### config.mk
export PLATFORM = sky130hd
export DESIGN_NAME = countdown_timer_controller
export DESIGN_NICKNAME = d
export VERILOG_FILES = /design/src/rtl/countdown_pkg.sv /design/src/rtl/down_counter_core.sv /design/src/rtl/countdown_timer_controller.sv
export SDC_FILE = /design/constraint.sdc
export NUM_CORES = 1
export LEC_CHECK = 0
export CORE_MARGIN = 2
export CORE_UTILIZATION = 40
export DETAILED_ROUTE_END_ITERATION = 8
export DONT_BUFFER_PORTS = 1
export HOLD_SLACK_MARGIN = 0.03
export PLACE_DENSITY = 0.6
export SYNTH_ARGS = -nofsm -noshare
export SYNTH_HDL_FRONTEND = slang
export SYNTH_SLANG_ARGS = --single-unit
export TNS_END_PERCENT = 20
### constraint.sdc
create_clock -name clk -period 1.8 [get_ports clk]
set_input_delay 0.36 -clock clk [delete_from_list [all_inputs] [get_ports clk]]
set_output_delay 0.36 -clock clk [all_outputs]
set_load 0.02 [all_outputs]
### src/rtl/countdown_pkg.sv
// Shared encodings and defaults for the countdown timer controller.
package countdown_pkg;

  localparam int WIDTH_DEFAULT = 3;

  typedef enum logic [1:0] {
    ST_IDLE  = 2'd0,
    ST_RUN   = 2'd1,
    ST_PAUSE = 2'd2,
    ST_DONE  = 2'd3
  } state_t;

endpackage

### src/rtl/down_counter_core.sv
// Loadable down counter that saturates at zero; load takes priority over dec.
module down_counter_core #(
  parameter int WIDTH = countdown_pkg::WIDTH_DEFAULT
) (
  input  logic             clk,
  input  logic             rst_n,
  input  logic             load,
  input  logic             dec,
  input  logic [WIDTH-1:0] load_val,
  output logic [WIDTH-1:0] count
);

  always_ff @(posedge clk) begin
    if (!rst_n) begin
      count <= '0;
    end else if (load) begin
      count <= load_val;
    end else if (dec && (count != '0)) begin
      count <= count - 1'b1;
    end
  end

endmodule

### src/rtl/countdown_timer_controller.sv
// Countdown timer: FSM and reload register steering a down_counter_core.
// Handshake: start is level-sampled, accepted only in IDLE or DONE; abort wins over everything except reset.
module countdown_timer_controller
  import countdown_pkg::*;
#(
  parameter int WIDTH = WIDTH_DEFAULT
) (
  input  logic             clk,
  input  logic             rst_n,
  input  logic             start,
  input  logic             hold,
  input  logic             abort,
  input  logic             auto_reload,
  input  logic [WIDTH-1:0] load_val,
  output logic [WIDTH-1:0] count,
  output logic             busy,
  output logic             done,
  output logic [1:0]       state
);

  state_t           state_q, state_d;
  logic [WIDTH-1:0] reload_q;
  logic             reload_en;
  logic             cnt_load;
  logic             cnt_dec;
  logic [WIDTH-1:0] cnt_load_val;

  always_ff @(posedge clk) begin
    if (!rst_n) begin
      state_q  <= ST_IDLE;
      reload_q <= '0;
    end else begin
      state_q <= state_d;
      if (reload_en) begin
        reload_q <= load_val;
      end
    end
  end

  always_comb begin
    state_d      = state_q;
    reload_en    = 1'b0;
    cnt_load     = 1'b0;
    cnt_dec      = 1'b0;
    cnt_load_val = '0;
    if (abort) begin
      // Loading zero clears the count without touching the reload register.
      state_d  = ST_IDLE;
      cnt_load = 1'b1;
    end else begin
      case (state_q)
        ST_IDLE, ST_DONE: begin
          if (start) begin
            reload_en    = 1'b1;
            cnt_load     = 1'b1;
            cnt_load_val = load_val;
            state_d      = (load_val == '0) ? ST_DONE : ST_RUN;
          end else if (state_q == ST_DONE) begin
            if (auto_reload && (reload_q != '0)) begin
              cnt_load     = 1'b1;
              cnt_load_val = reload_q;
              state_d      = ST_RUN;
            end else begin
              state_d = ST_IDLE;
            end
          end
        end
        ST_RUN: begin
          if (hold) begin
            state_d = ST_PAUSE;
          end else begin
            cnt_dec = (count != '0);
            // The decrement that lands on zero is the one that enters DONE.
            state_d = (count[WIDTH-1:1] == '0) ? ST_DONE : ST_RUN;
          end
        end
        ST_PAUSE: begin
          if (!hold) begin
            state_d = ST_RUN;
          end
        end
        default: state_d = ST_IDLE;
      endcase
    end
  end

  down_counter_core #(.WIDTH(WIDTH)) u_core (
    .clk      (clk),
    .rst_n    (rst_n),
    .load     (cnt_load),
    .dec      (cnt_dec),
    .load_val (cnt_load_val),
    .count    (count)
  );

  assign state = state_q;
  assign busy  = (state_q == ST_RUN) || (state_q == ST_PAUSE);
  assign done  = (state_q == ST_DONE);

endmodule
======== Word-level counts from Yosys, hierarchy flattened ========
Cells that the tools add are included.
word-level totals
  output and inout port bits .............. 7
  input bits .............................. 9
  word-level logic and storage cells ...... 48
  register bits ........................... 8
operators by class
  add/sub/neg operators ................... 1
  multiplexer cells ....................... 26
  bitwise logic cells ..................... 1
  eq/ne operators ......................... 5
  reduce and logical (&&, ||, !) cells .... 12
operators with widths
  cell                 count
  $mux 3               7
  $mux 1               12
  $mux 2               6
  $pmux 2 s3           1
  $reduce_bool 3->1    2
  $eq 2x2->1 const B   2
  $logic_not 2->1      2
  $reduce_or 2->1      2
  $logic_not 3->1      1
  $ne 3x3->1 const B   1
  $sub 3x1->3 const B  1
  $eq 2x1->1 const B   1
  $logic_and 1x1->1    2
  $ne 2x2->1 const B   1
  $reduce_and 2->1     1
  $reduce_bool 2->1    1
  $logic_or 1x1->1     1
  $not 1->1            1

======== Depth between registers and ports, before layout ========
Gate-level depths: netlist (run 1).
  word-level depth ........................ 8
  depth in mapped cells ................... 6
  gate-level depth less buffers ........... 6

======== Hierarchy ========
A second synthesis (run 1) with hierarchy kept.
unflattened totals
  cell total of the unflattened synthesis .. 71
  area total of the unflattened synthesis .. 585.6 um^2
modules (own cells, without submodules)
  module                      area an instance (um^2)  sequential area each (um^2)  cells each  instances
  countdown_timer_controller  400.4                    100.1                        50          1
  down_counter_core           185.2                    60.1                         21          1

======== Least setup slack after synthesis (run 1) ========
OpenSTA, ideal clock, no wires.
  path type ............................... register to register
  start ................................... register state_q[0], in the netlist state[0]
  end ..................................... register u_core.count[2]
  period minus slack after synthesis ...... 1.696 ns
  library setup time ...................... 0.119 ns
  required time ........................... 1.681 ns
  slack ................................... 0.104 ns
  path buffers ............................ 0
  stages on the path, launching flop included .. 7
  data arrival time ....................... 1.577 ns
  cells stage by stage .................... dfxtp_1 inv_1 ha_1 a21oi_2 o21ai_2 o22a_1 o221a_1
on the way
  word-level cells in the longest chain between the ends .. 6
  elaborated cells between the ends (all ways) .. 17
  those cells by class .................... eq/ne: 2; mux: 11; reduce/logical: 4
RTL lines
  item                                         RTL line                                                            RTL
  start, declared                              countdown_timer_controller.sv:21                                    state_t state_q, state_d;
  start signal, assigned                       countdown_timer_controller.sv:33                                    state_q <= state_d;
  $eq 2x2->1                                   countdown_timer_controller.sv:51, countdown_timer_controller.sv:58
  $mux 3 or $mux 1 (tied branches)             countdown_timer_controller.sv:58                                    end else if (state_q == ST_DONE) begin
  $mux 3 or $mux 1 (tied branches)             countdown_timer_controller.sv:53                                    if (start) begin
  $mux 3 or $mux 1 (tied branches)             countdown_timer_controller.sv:51                                    case (state_q)
  $mux 3 or $mux 1 (tied branches)             countdown_timer_controller.sv:46                                    if (abort) begin
  $mux 3 or $reduce_bool 2->1 (tied branches)  n/a
  end signal, assigned                         down_counter_core.sv:17                                             count <= load_val;
  end signal, assigned                         down_counter_core.sv:19                                             count <= count - 1'b1;
  end, declared                                down_counter_core.sv:10                                             output logic [WIDTH-1:0] count
Parallel ways exist; a longest one is shown, timed or not.
A chain may end at the register's enable or synchronous reset.

======== Final worst setup path (run 1) ========
  start ................................... register state_q[0], in the netlist state[0]
  end ..................................... output port busy
on the way
  word-level cells in the longest chain between the ends .. 2
  elaborated cells between the ends (all ways) .. 3
  those cells by class .................... eq/ne: 2; reduce/logical: 1
RTL lines
  item                                      RTL line                          RTL
  $eq 2x1->1 or $eq 2x2->1 (tied branches)  countdown_timer_controller.sv:97  assign busy = (state_q == ST_RUN) || (state_q == ST_PAUSE);
  $logic_or 1x1->1 *                        countdown_timer_controller.sv:97
  end, declared                             countdown_timer_controller.sv:16  output logic busy,
Mark *: on every way between the ends. The rest lies on a longest branch, timed or not.

==> flow_summary.ini, run 1 <==
[outcome]
status = complete, no violations

[floorplanning]
coreArea_sq_um = 1350
pin_count = 16
die_area_sq_um = 1830
start_util = 0.445
die_x_um = 42.8
core.rowCount = 13
die_y_um = 42.8

[yosys]
synth_edf_count = 0
yosys.area.top_type = dfxtp_1
synth_top_area_share = 0.267
synthArstFlopShare = 0
synth.distinct_cells = 29
synth-compound-area-share = 0.254
synthMuxAreaShare = 0.0667
synth_commonest_cells = dfxtp_1 (8), ha_1 (5), inv_1 (5), nand2_1 (5), nor2b_1 (5)
synthCells = 68
synth_seq_area_share = 0.267
synth_top_family_by_area = simple AND/OR/NAND/NOR gates
synthFlopType = dfxtp_1
synth.avg_cell_area_sq_um = 8.83
synth_xor_area_frac = 0
synthAdderAreaFrac = 0.104
synth_seq_cells = 8
syn-num-nets = 82
yosysMostFrequentCell = dfxtp_1
synth_area_sq_um = 601
yosys_warnings = 0
synthSimpleGateAreaFrac = 0.258
synth_area_leaders = dfxtp_1 (27%), ha_1 (10%), mux2i_1 (6.7%)

[power_and_ir_drop]
powerDensity_nw_per_um2 = 673
p_int_uw = 313
power_frac_seq = 0.442
p_switching_uw = 137
combPwrFrac = 0.241
vdd_drop_max_mv = 0.330
clkPwrFrac = 0.317
switching_share = 0.304
power.static_leakage_uw = 0.000270

[global_route]
grt_first_pass_wirelength_um = 2210
grt_max_degree = 11
grt_antenna_before_repair = 0
grt_pass1_vias = 486
grt-ovfl-total = 0
grt_usage = 0.162

[sta]
min_period_ps = 1630
maxSlewViolCount = 0
period_share = 0.903
fin_skew_ps = 9.58
rsz0062_at_grt = false
hold_ws_ps = 216
slew_headroom = 0.759
hold_viol = 0
setup_viol = 0
fmax_mhz = 615
worst_pin_slew_ps = 361
fin_ws_ps = 175
setup_tns_ps = 0

[route]
vias = 521
initialDrtViolationCount = 11
first_pass_iters = 4
drc_errors = 0
viasPerCell = 5.79
wire_per_inst_um = 14.7
drt_wl_total_um = 1320
antenna_left = 0

[setup_path]
endpoint_kind = output port
cp-start-kind = flop
critPathRequiredTime_ps = 1440
cp_max_fo = 8
worstPathArrival_ps = 1270
worstSetupPathType = flop to output port

[cts]
ctsHoldBuffers = 0
post_cts_resize_count = 0
cts_tree = done
clockBufferDepth = 2
h-tree-depth = 1
post_cts_buffers = 0
cts_sinks = 8
clk_latency_ps = 260
cts_root_buf = clkbuf_4
clk_pin_slew_ps = 60
cts_made_buffers = 3

[final_layout]
area_growth_pct = 11.3
final_area_sq_um = 668
nNetsFinal = 91
filler_cell_count = 127
layout-drive-gt1-share = 0.200
final_cells = 90
antenna_cells = 0

[run]
maxCapViolCount = 0

[placement]
place_ws_ps = 232
place_area_sq_um = 646
place.port_buffers = 0
dp_cells = 87
hpwlAfterDp_um = 1050
place.gp.congestion = 0.836

[worst_hold_path]
hp-class = primary input to flop
registers in the layout (all words and copies together), names as in the netlist:
register and flops:
u_core.count 3, reload_q 3, state 2
through the flow:
stage	total power (uW)	utilization
after floorplan	291	-
after global placement	308	0.478
after detailed placement	311	0.478
after CTS	457	0.495
after global routing	486	0.495
final	449	0.495
cells in the final DEF, fill, tap and decap left out, types with 4 or more instances in the layout:
| master | Yosys | routed |
|---|---|---|
| dfxtp_1 | 8 | 8 |
| inv_1 | 5 | 5 |
| nor2b_1 | 5 | 5 |
| nand2_1 | 5 | 5 |
| ha_1 | 5 | 5 |
| buf_4 | 0 | 5 |
| mux2i_1 | 4 | 4 |
| nand2b_1 | 4 | 4 |
| a21oi_1 | 4 | 4 |
power groups by stage:
| stage | registers [uW] | logic [uW] | clock network, uW |
|---|---|---|---|
| floorplan | 208 | 83.2 | 0 |
| global placement | 203 | 105 | 0 |
| detailed placement | 203 | 108 | 0 |
| CTS | 199 | 109 | 150 |
| global route | 200 | 118 | 167 |
| finish | 199 | 108 | 142 |
worst max-delay path, cell delays in order, from the launching register on:
cell     delay (ps)
dfxtp_1         320
inv_1            40
ha_1            400
inv_1           240
cells by family after synthesis:
group                    Yosys count
AND/OR/NAND/NOR                   25
flip-flops                         8
multiplexers                       4
AO/OA/AOI/OAI                     20
adder cells (fa/ha/maj)            5
buffers and inverters              6
layout make-up:
class,instances,area [sq um],area share
well taps,15,18.8,0.0281
repair buffers,5,37.5,0.0562
clock buffers,3,22.5,0.0337
multi-input cells,54,410,0.614
inverters,5,18.8,0.0281
flip-flops and latches,8,160,0.240
per-layer routing:
metal  up-vias  track usage  routed length (um)
met5         -            0                   0
met4         0       0.0563                  10
met3         2       0.0979                 127
met2        22        0.233                 571
met1       231        0.196                 614
li1        266            -                   -
final timing paths:
path | start | to | slack [ps] | cells past startpoint
setup / recovery | state[0] | busy | 170 | 3
hold / removal | rst_n | u_core.count[1] | 220 | 1
setup reg to reg | state[0] | u_core.count[2] | 220 | 6
hold reg to reg | state[1] | state[1] | 530 | 2
(Power assumes the default switching activity.)
==> run 2: changes to the inputs <==
--- a/config.mk
+++ b/config.mk
@@ -5,12 +5,14 @@
 export SDC_FILE = /design/constraint.sdc
 export NUM_CORES = 1
 export LEC_CHECK = 0
+export ABC_AREA = 1
 export CORE_MARGIN = 2
 export CORE_UTILIZATION = 40
 export DETAILED_ROUTE_END_ITERATION = 8
 export DONT_BUFFER_PORTS = 1
 export HOLD_SLACK_MARGIN = 0.03
 export PLACE_DENSITY = 0.6
+export SLEW_MARGIN = 5
 export SYNTH_ARGS = -nofsm -noshare
 export SYNTH_HDL_FRONTEND = slang
 export SYNTH_SLANG_ARGS = --single-unit
==> flow_summary.ini, run 2 <==
[yosys]
synth_top_area_share = 0.281
synth.distinct_cells = 19
synth_edf_count = 0
synth_seq_cells = 8
synth.avg_cell_area_sq_um = 6.79
synth_commonest_cells = inv_1 (17), nor2_1 (13), nand2_1 (9)
synth_area_leaders = dfxtp_1 (28%), inv_1 (11%), ha_1 (11%)
synth_seq_area_share = 0.281
yosysMostFrequentCell = inv_1
syn-num-nets = 98
synthFlopType = dfxtp_1
synth_area_sq_um = 571
yosys_warnings = 0
synthArstFlopShare = 0
yosys.area.top_type = dfxtp_1
synthCells = 84

[power_and_ir_drop]
power.static_leakage_uw = 0.000301
p_total_uw = 445
combPwrFrac = 0.228
vdd_drop_max_mv = 0.371
clkPwrFrac = 0.313
switching_share = 0.319
power_frac_seq = 0.459
powerDensity_nw_per_um2 = 693
p_int_uw = 303
p_switching_uw = 142

[final_layout]
layout_common_cells = inv_1 (17), nor2_1 (13), nand2_1 (9)
mostFrequentLayoutCell = inv_1
area_growth_pct = 12.5
final_cells = 106
nNetsFinal = 107
antenna_cells = 0
final_area_sq_um = 642
layout-drive-gt1-share = 0.132
filler_cell_count = 146

[floorplanning]
coreArea_sq_um = 1320
pin_count = 16
core.rowCount = 13
start_util = 0.433
die_x_um = 41.8
die_area_sq_um = 1740
die_y_um = 41.8

[setup_path]
crit_start = state[0]
reg2reg_depth = 7
worstSetupPathType = flop to output port
critPathRequiredTime_ps = 1440
reg2reg_to = state[0]
critPathCapture = busy
r2r-start = state[0]
cp_cell_sequence = inv_1, ha_1, inv_1, buf_4
worst-path-buf-inv = 3
cp_max_fo = 4
cpMaxStageDelayCell = dfxtp_1
crit_cells = 4
cp-start-kind = flop
critical_path.max_stage_delay_ps = 340
worstPathArrival_ps = 1240
worst-r2r-setup-slack_ps = 330
crit_top_cell = inv_1
crit_family = flip-flops
endpoint_kind = output port

[route]
antenna_left = 0
vias = 554
drc_errors = 0
viasPerCell = 5.23
drt_wl_total_um = 1280
initialDrtViolationCount = 11
first_pass_iters = 4
wire_per_inst_um = 12.0

[sta]
period_share = 0.886
setup_viol = 0
hold_viol = 0
fin_skew_ps = 0.647
maxSlewViolCount = 0
hold_ws_ps = 237
worst_pin_slew_ps = 360
setup_tns_ps = 0
slew_headroom = 0.760
rsz0062_at_grt = false
min_period_ps = 1600
fmax_mhz = 627

[placement]
dp_cells = 103
place.port_buffers = 0
hpwlAfterDp_um = 1040
place_area_sq_um = 619
place.gp.congestion = 0.809

[cts]
cts_root_buf = clkbuf_4
clockBufferDepth = 2
post_cts_buffers = 0
cts_sinks = 8
cts_made_buffers = 3
post_cts_resize_count = 0
h-tree-depth = 1
clk_latency_ps = 250
clk_pin_slew_ps = 50
cts_tree = done
ctsHoldBuffers = 0

[global_route]
grt_pass1_vias = 532
grt_max_degree = 9
grt_first_pass_wirelength_um = 2130
grt_use_met3 = 0.0478
grt_usage = 0.161
grt_antenna_before_repair = 0
busiest_layer = met2
grt-ovfl-total = 0
grt_use_met1 = 0.211
met2_usage = 0.228

[worst_hold_path]
hp-class = primary input to flop

[outcome]
status = complete, no violations

[run]
maxCapViolCount = 0
[run 2: power groups by stage]
stage / Sequential, uW / Combinational [uW] / Clock (uW)
final: 204 / 102 / 139
after global routing: 206 / 117 / 152
after detailed placement: 208 / 102 / 0
after floorplan: 210 / 74.3 / 0
after global placement: 208 / 100 / 0
after CTS: 204 / 102 / 142
[run 2: per-layer routing]
layer,part of all wire,vias up
li1,-,294
met1,0.47,235
met2,0.43,20
met3,0.073,5
met4,0.025,0
met5,0,-
[run 2: kinds of logic (layout without fill, tap and decap cells)]
group                    after synthesis  after routing  synth area share
XOR/XNOR                               2              2            0.0307
AO/OA/AOI/OAI                         18             18             0.197
flip-flops                             8              8             0.281
buffers and inverters                 17             24             0.112
adder cells (fa/ha/maj)                5              5             0.110
AND/OR/NAND/NOR                       34             34             0.270
[run 2: worst register-to-register path, stage by stage (launching register included)]
cell	delay, ps
dfxtp_1	340
inv_1	50
ha_1	340
inv_1	80
o21ai_0	220
inv_1	100
o21ai_0	160
a41oi_1	60
[run 2: how the worst min path moves through the flow]
| stage | startpoint | to | depth (start not counted) |
|---|---|---|---|
| floorplan | reload_q[2] | reload_q[2] | 2 |
| global placement | reload_q[2] | reload_q[2] | 2 |
| detailed placement | reload_q[2] | reload_q[2] | 2 |
| CTS | rst_n | u_core.count[2] | 2 |
| global route | rst_n | u_core.count[2] | 2 |
| finish | rst_n | u_core.count[2] | 2 |
[run 2: area by class of cell]
cell class | instances | area, sq um | area share
multi-input cells | 59 | 347 | 0.540
repair buffers | 4 | 30.0 | 0.0468
well taps | 15 | 18.8 | 0.0292
inverters | 17 | 63.8 | 0.0994
clock buffers | 3 | 22.5 | 0.0351
flip-flops and latches | 8 | 160 | 0.250
[run 2: per-stage QoR]
step                      setup WS (ps)  utilization
after detailed placement            329        0.470
after floorplan                     164            -
after global routing                139        0.487
after global placement              325        0.470
after CTS                           215        0.487
final                               205        0.487
==> run 3: changes to the inputs <==
--- a/config.mk
+++ b/config.mk
@@ -11,8 +11,7 @@
 export DETAILED_ROUTE_END_ITERATION = 8
 export DONT_BUFFER_PORTS = 1
 export HOLD_SLACK_MARGIN = 0.03
-export PLACE_DENSITY = 0.6
-export SLEW_MARGIN = 5
+export SLEW_MARGIN = 30
 export SYNTH_ARGS = -nofsm -noshare
 export SYNTH_HDL_FRONTEND = slang
 export SYNTH_SLANG_ARGS = --single-unit
==> results of run 3 <==
No change in the layout: final DEF, timing and power equal those of run 2.
